$ cat config.mk
export PLATFORM = sky130hd
export DESIGN_NAME = cosine_arbiter
export DESIGN_NICKNAME = d
export VERILOG_FILES = /design/src/rtl/cosine_arbiter.sv
export SDC_FILE = /design/constraint.sdc
export NUM_CORES = 1
export LEC_CHECK = 0
export CAP_MARGIN = 40
export CORE_MARGIN = 10
export CORE_UTILIZATION = 33
export DETAILED_ROUTE_END_ITERATION = 10
export GPL_ROUTABILITY_DRIVEN = 0
export GPL_TIMING_DRIVEN = 0
export PLACE_DENSITY = 0.82
export SLEW_MARGIN = 20
export SYNTH_ARGS = -nofsm -noshare
export SYNTH_HDL_FRONTEND = slang
export SYNTH_SLANG_ARGS = --single-unit
export TNS_END_PERCENT = 100
$ cat constraint.sdc
create_clock -name clk -period 4.6 [get_ports clk]
set_input_delay 0.69 -clock clk [delete_from_list [all_inputs] [get_ports clk]]
set_output_delay 0.69 -clock clk [all_outputs]
set_load 0.05 [all_outputs]
$ cat src/rtl/cosine_arbiter.sv
// cosine_arbiter
// Round-robin front end that shares one pipelined cosine CORDIC unit among
// N_REQ requesters. Each issued angle is tagged with its requester ID in a
// token shift register that mirrors the unit's fixed latency. The result
// comes back on a registered, tagged response port.
//
// Build option: define COSINE_ARB_CLK_GATE_EN to drive cos_clk_en only while
// tokens occupy the unit's stage registers. Without it, the enable is held
// high outside reset.
module cosine_arbiter #(
    parameter  int N_REQ   = 4,
    parameter  int LATENCY = 4,
    localparam int ID_W    = $clog2(N_REQ),
    localparam int CNT_W   = $clog2(LATENCY + 2)
) (
    input  logic                 clk,
    input  logic                 reset,
    input  logic [N_REQ-1:0]     req_valid,
    input  logic [32*N_REQ-1:0]  req_angle,
    output logic [N_REQ-1:0]     req_ready,
    output logic                 rsp_valid,
    output logic [ID_W-1:0]      rsp_id,
    output logic [31:0]          rsp_data,
    output logic [CNT_W-1:0]     inflight,
    output logic [31:0]          cos_angle,
    output logic                 cos_clk_en,
    input  logic [31:0]          cos_result
);

    // Round-robin pointer: the first requester scanned next cycle.
    logic [ID_W-1:0]                r_rr_ptr;

    // Token pipe. Stage k holds the valid flag and owner of the angle that
    // currently sits k+1 register stages deep inside the cosine unit.
    logic [LATENCY-1:0]             r_tv;
    logic [LATENCY-1:0][ID_W-1:0]   r_tid;

    // Response register and outstanding-token counter.
    logic                           r_rsp_valid;
    logic [ID_W-1:0]                r_rsp_id;
    logic [31:0]                    r_rsp_data;
    logic [CNT_W-1:0]               r_inflight;

    // Arbiter results for the current cycle.
    logic                           w_grant;
    logic [ID_W-1:0]                w_gnt_id;
    logic [ID_W-1:0]                w_rr_next;

    // Scan req_valid from r_rr_ptr, wrapping modulo N_REQ. The first set bit wins.
    always_comb begin
        int v_idx;
        // NOTE: every variable gets a default before the scan. A path that
        // leaves one unassigned would infer a latch.
        w_grant  = 1'b0;
        w_gnt_id = '0;
        v_idx    = 0;
        if (!reset) begin
            for (int i = 0; i < N_REQ; i++) begin
                v_idx = int'(r_rr_ptr) + i;
                if (v_idx >= N_REQ) begin
                    v_idx = v_idx - N_REQ;
                end
                if (!w_grant && req_valid[v_idx[ID_W-1:0]]) begin
                    w_grant  = 1'b1;
                    w_gnt_id = ID_W'(v_idx);
                end
            end
        end
    end

    // The pointer moves one position past the granted requester. The wrap is
    // explicit so that N_REQ does not have to be a power of two.
    assign w_rr_next = (w_gnt_id == ID_W'(N_REQ - 1)) ? '0 : w_gnt_id + 1'b1;

    assign req_ready = w_grant ? ({{(N_REQ-1){1'b0}}, 1'b1} << w_gnt_id) : '0;
    assign cos_angle = w_grant ? req_angle[32*int'(w_gnt_id) +: 32] : 32'h0;

    // Advance the round-robin pointer on a grant, and shift the token pipe every cycle.
    always_ff @(posedge clk or posedge reset) begin
        if (reset) begin
            r_rr_ptr <= '0;
            r_tv     <= '0;
            r_tid    <= '0;
        end else begin
            // NOTE: sequential state uses non-blocking assignments. All
            // registers then update together from the values they held
            // before the clock edge.
            if (w_grant) begin
                r_rr_ptr <= w_rr_next;
            end
            r_tv  <= {r_tv[LATENCY-2:0], w_grant};
            r_tid <= {r_tid[LATENCY-2:0], w_gnt_id};
        end
    end

    // Capture the tagged result as its token leaves the pipe, and track outstanding tokens.
    always_ff @(posedge clk or posedge reset) begin
        if (reset) begin
            r_rsp_valid <= 1'b0;
            r_rsp_id    <= '0;
            r_rsp_data  <= '0;
            r_inflight  <= '0;
        end else begin
            r_rsp_valid <= r_tv[LATENCY-1];
            r_rsp_id    <= r_tid[LATENCY-1];
            if (r_tv[LATENCY-1]) begin
                r_rsp_data <= cos_result;
            end
            // A token is retired in the cycle its response is visible.
            r_inflight <= r_inflight + CNT_W'(w_grant) - CNT_W'(r_rsp_valid);
        end
    end

    assign rsp_valid = r_rsp_valid;
    assign rsp_id    = r_rsp_id;
    assign rsp_data  = r_rsp_data;
    assign inflight  = r_inflight;

`ifdef COSINE_ARB_CLK_GATE_EN
    // The stage registers advance only while a token sits in one of them.
    // The input register is not gated. The enable comes from registers
    // only, so it has no path from req_valid.
    assign cos_clk_en = |r_tv[LATENCY-2:0];
`else
    assign cos_clk_en = ~reset;
`endif

endmodule

* After elaboration in Yosys (flattened, before gate mapping)
Cells that the tools add are included.
** Cells by class
- Add/subtract/negate cells :: 10
- Multipliers :: 0
- Div/mod/pow operators :: 0
- Magnitude comparators :: 8
- Equality and inequality tests :: 1
- Shifts and indexed selects :: 2
- Muxes and demuxes :: 32
- Bitwise logic cells :: 1
- Reduce and logical (&&, ||, !) cells :: 6
** Operators with widths (count)
- indexed part select 128 x 8 -> 32 bit :: 1
- two-way mux 32 bit :: 1
- two-way mux 2 bit :: 14
- less-than comparator 2 x 3 -> 1 bit, second input constant :: 4
- two-way mux 1 bit :: 12
- >= comparator 3 bit, second input constant :: 3
- binary-select mux 1 bit (select 2 bit) :: 4
- subtractor 2 x 1 -> 2 bit, second input constant :: 4
- adder 2 x 2 -> 3 bit, second input constant :: 2
- two-way mux 4 bit :: 1
- << shifter 1 x 2 -> 4 bit, first input constant :: 1
- adder 2 x 1 -> 3 bit, second input constant :: 1
- adder 3 x 1 -> 3 bit :: 1
- >= comparator 2 x 3 -> 1 bit, second input constant :: 1
- logical AND 1 bit :: 3
- logical NOT 1 bit :: 3
- subtractor 3 x 1 -> 3 bit :: 1
- adder 2 x 1 -> 2 bit, second input constant :: 1
- equality test 2 bit, second input constant :: 1
- NOT 1 bit :: 1
** Word-level totals
- Register bits :: 52
- Latch bits :: 0
- RAM bits :: 0
- ROM bits :: 0
- Bits of input ports :: 166
- Output and inout bits :: 75
- Word-level logic and storage cells :: 70
- Memories :: 0

* Logic depth before layout (Yosys ltp)
- Depth in word-level cells :: 21
- Gate-level depth with buffers :: 10
- Gate-level depth less buffers :: 9

* Least setup slack after synthesis
OpenSTA, ideal clock, no wires.
- Kind :: in2out
- From :: input reset
- To :: output cos_angle[23]
- Arrival time :: 3892 ps
- Data required time :: 3910 ps
- Path slack :: 18 ps
- Stages :: 5
- Path buffers :: 2
- Path through :: inv_1 -> nand2b_1 -> clkbuf_1 -> clkbuf_1 -> o32ai_1
** Between the ends
- Longest elaborated chain between the ends :: 3
- Elaborated cells on any way between the ends :: 4
- Those cells by class :: shift: 1; mux: 3
** RTL lines
- from (decl) :: line 17 : input logic reset,
- two-way mux 2 bit :: line 57 : if (!reset) begin
- indexed part select 128 x 8 -> 32 bit :: line 76 : assign cos_angle = w_grant ? req_angle[32*int'(w_gnt_id) +: 32] : 32'h0;
- two-way mux 32 bit * :: line 76
- to (decl) :: line 25 : output logic [31:0] cos_angle,
Mark *: on every way between the ends. The rest lies on a longest branch, timed or not.

* Worst setup path in the final report
- From :: input reset
- To :: output cos_angle[15]
** Between the ends
- Elaborated cells on any way between the ends :: 4
- Those cells by class :: shift: 1; mux: 3
** RTL lines
- two-way mux 1 bit :: line 57
- via w_grant :: line 45 : logic w_grant;
- two-way mux 32 bit :: line 76
The timed path passes the listed nets, and every way through them passes these cells.

==> run_results.csv <==
group,metric,value,unit
floorplan,effective_utilization_at_floorplan,0.335,
floorplan,fp.coreArea,8590,sq um
timing,period_share,0.957,
finish,layout.filler_cells,652,
global_route,grtUsageTotal,0.189,
timing,rsz0062_at_grt,"yes",
place,dp_hpwl,10800,um
routing,initialDrtViolationCount,108,
worst_setup_path,timing.setup.critical_path_class,"in2out",
routing,drtPass1Iterations,5,
place,dp_slack,-0.0645,ns
worst_setup_path,critical_path.cell_chain,"clkdlybuf4s50_1 > inv_2 > buf_12 > nand2_1 > inv_1 > nand3_1 > buf_2 > nor2_1 > o32ai_1 > clkdlybuf4s50_1",
floorplan,fp.dieW,113,um
global_route,grt_pass1_wl,19500,um
pwr,finalPower,2.14,mW
worst_setup_path,worst-path-max-fanout,38,
timing,maxClockFrequency,0.227,GHz
global_route,grt.overflow.total,0,
run_status,status,"completed",
worst_setup_path,slowest_stage_cell_crit_path,"sky130_fd_sc_hd__clkdlybuf4s50_1",
yosys,ys_types,26,
yosys,syn_inst,275,
timing,setup_viol,0,
clock_network,clk_pin_slew_worst_setup_hold_paths,0.09,ns
yosys,synthArstFlopShare,1.00,
min_path,holdCritPathClass,"reg2reg",
pwr,net-switching-power,952,uW
pwr,p_int,1.19,mW
finish,layout_utilization,0.650,
routing,post_drt_wl_per_cell,19.9,um
worst_setup_path,critPathCaptureType,"output pin",
finish,syn_to_final_growth,94.0,%
routing,num_vias,3136,
yosys,synth.cell_area,2880,sq um
worst_setup_path,crit_arrival,3.71,ns
global_route,grt_pass1_vias,3421,
yosys,synth_warnings,0,
clock_network,clockBufferDepth,2,
floorplan,floorplan.io_pins,241,
routing,drc,0,
pwr,power.static_leakage,2.54,nW
worst_setup_path,required_time_reported_for_the_critical_path_endpoint,3.91,ns
clock_network,holdBufCountCts,0,
place,io_buffer_count,240,
global_route,grt_antenna_before_repair,0,
global_route,maximum_number_of_pins_on_one_net_before_global_route_repair,39,
pwr,switching_share,0.444,
yosys,post-synth-top-area-cell,"sky130_fd_sc_hd__dfrtp_1",
timing,timing.clock.skew,0.00972,ns
clock_network,cts-buffers-inserted,5,
finish,drive_above_1_share,0.103,
pwr,comb_power_share,0.592,
finish,num-nets-final,696,
clock_network,cts_sink_count,52,
yosys,ys_seq_area_frac,0.452,
routing,totalWireLength,12600,um
timing,worst-slew-pin-transition,0.612,ns
yosys,syn_nets,448,
pwr,power.density,384,nW/um^2
pwr,ir_worst_vdd,0.000147,V
yosys,synth_edf_count,0,
finish,num_antenna_cells,0,
worst_setup_path,cp_slowest_stage_delay,0.87,ns
yosys,ys_seq_elements,52,
routing,vias_per_cell,4.96,
flow_run,max-cap-violations,0,
worst_setup_path,crit_top_cell,"sky130_fd_sc_hd__clkdlybuf4s50_1",
floorplan,floorplan.die_area,12900,sq um
timing,relSlewSlack,0.592,
clock_network,cts_htree_levels,2,
yosys,synthesis.area_per_instance,10.5,sq um
timing,post-route-worst-setup-slack,0.196,ns
worst_setup_path,worstSetupStartpointType,"input port",
timing,maxSlewViolCount,0,
routing,detail-route-antenna-nets,0,
timing,final-hold-violation-count,0,
clock_network,clock-root-buffer,"sky130_fd_sc_hd__clkbuf_8",
yosys,synth_ff_type,"sky130_fd_sc_hd__dfrtp_1",
timing,min_period,4.40,ns
pwr,power.share.sequential,0.261,
clock_network,tritoncts,"yes",
yosys,synth.top_cell.area_share,0.452,
floorplan,die_h,113,um
yosys,netlist_top_cells_area,"sky130_fd_sc_hd__dfrtp_1, sky130_fd_sc_hd__mux2_2, sky130_fd_sc_hd__mux2i_1",
pwr,p_clk_frac,0.147,
floorplan,rows,34,
clock_network,worst_skew_pair.late_latency,0.31,ns
## timing repair
item,in CTS,in global routing
pin swaps,0,0
setup buffers,0,0
endpoints found under the setup margin,2,19
resized for setup,2,20
## cell families (layout without fill, tap and decap cells)
kind of cell,Yosys count,after routing,synth area share
AO/OA/AOI/OAI,40,40,0.115
XOR/XNOR,2,2,0.00608
adder cells (fa/ha/maj),7,7,0.0330
buffers and inverters,28,277,0.0408
flip-flops,52,52,0.452
multiplexers,64,64,0.236
AND/OR/NAND/NOR,82,82,0.117
## power by group through the flow
stage | clock (mW) | combinational [mW] | sequential (mW)
2_1_floorplan | 0 | 0.613 | 0.742
3_3_place_gp | 0 | 1.27 | 0.566
3_5_place_dp | 0 | 1.28 | 0.571
4_1_cts | 0.323 | 1.29 | 0.562
5_1_grt | 0.343 | 1.34 | 0.569
6_report | 0.314 | 1.27 | 0.561
## placed cells by master (no fill, tap or decap), drive strengths merged, types with 8 or more instances in the layout
| cell type | count |
|---|---|
| clkdlybuf4s50 | 223 |
| nor2 | 65 |
| dfrtp | 52 |
| mux2 | 32 |
| mux2i | 32 |
| o32ai | 31 |
| dlymetal6s2s | 15 |
| buf | 15 |
| clkbuf | 13 |
| inv | 8 |
## routing by layer
metal	up-vias	GRT usage	part of all wire
li1	1480	-	-
met1	1482	0.193	0.36
met2	161	0.341	0.51
met3	13	0.0903	0.11
met4	0	0.0389	0.016
met5	-	0	0
## critical path: cells and delay by family
kind | cells | cell delay [ns]
buf+inv | 6 | 2.21
simple gates | 3 | 0.54
compound gates | 1 | 0.25
## flip-flops by register name (all words and copies together), names as in the netlist
signal	count
rsp_data	32
inflight	3
r_rr_ptr	2
r_tid	8
rsp_id	2
rsp_valid	1
r_tv	4
## cell usage after synthesis, drive strengths merged (3+ instances only)
master / n
nand2: 6
mux2: 32
inv: 7
o22ai: 3
dfrtp: 52
o32ai: 31
nor2: 65
nand2b: 4
mux2i: 32
ha: 6
buf: 14
and2: 4
clkbuf: 7
## final cells by class
class / count / area [sq um] / area share
sequential: 52 / 1300 / 0.233
tap: 108 / 135 / 0.0242
clock inverter: 3 / 46.3 / 0.00829
buffer: 21 / 92.6 / 0.0166
inverter: 7 / 26.3 / 0.00470
clock buffer: 5 / 68.8 / 0.0123
multi-input combinational: 195 / 1460 / 0.262
timing repair buffer: 241 / 2450 / 0.439
## through the flow
step / hold slack [ns] / area [sq um] / setup TNS [ns] / cells
6_report: 0.355 / 5590 / 0 / 632
5_1_grt: 0.356 / 5590 / -0.128 / 632
4_1_cts: 0.356 / 5550 / 0 / 632
3_5_place_dp: 0.336 / 5440 / -0.114 / 624
3_3_place_gp: 0.332 / 5420 / -35.92 / 623
2_1_floorplan: 0.331 / 2880 / 0 / 275
## path summary, 6_finish.rpt
| path | slack (ns) | end | cells past startpoint | startpoint |
|---|---|---|---|---|
| min in group asynchronous | 0.67 | rsp_data[19] | 2 | reset |
| max in group asynchronous | 3.40 | inflight[0] | 3 | reset |
| min | 0.35 | r_tid[4] | 0 | r_tid[2] |
| min reg2reg | 0.35 | r_tid[4] | 0 | r_tid[2] |
| max reg2reg | 2.41 | r_rr_ptr[0] | 10 | r_rr_ptr[1] |
| max | 0.20 | cos_angle[15] | 10 | reset |
No activity file was read; power rests on OpenSTA's default activity.
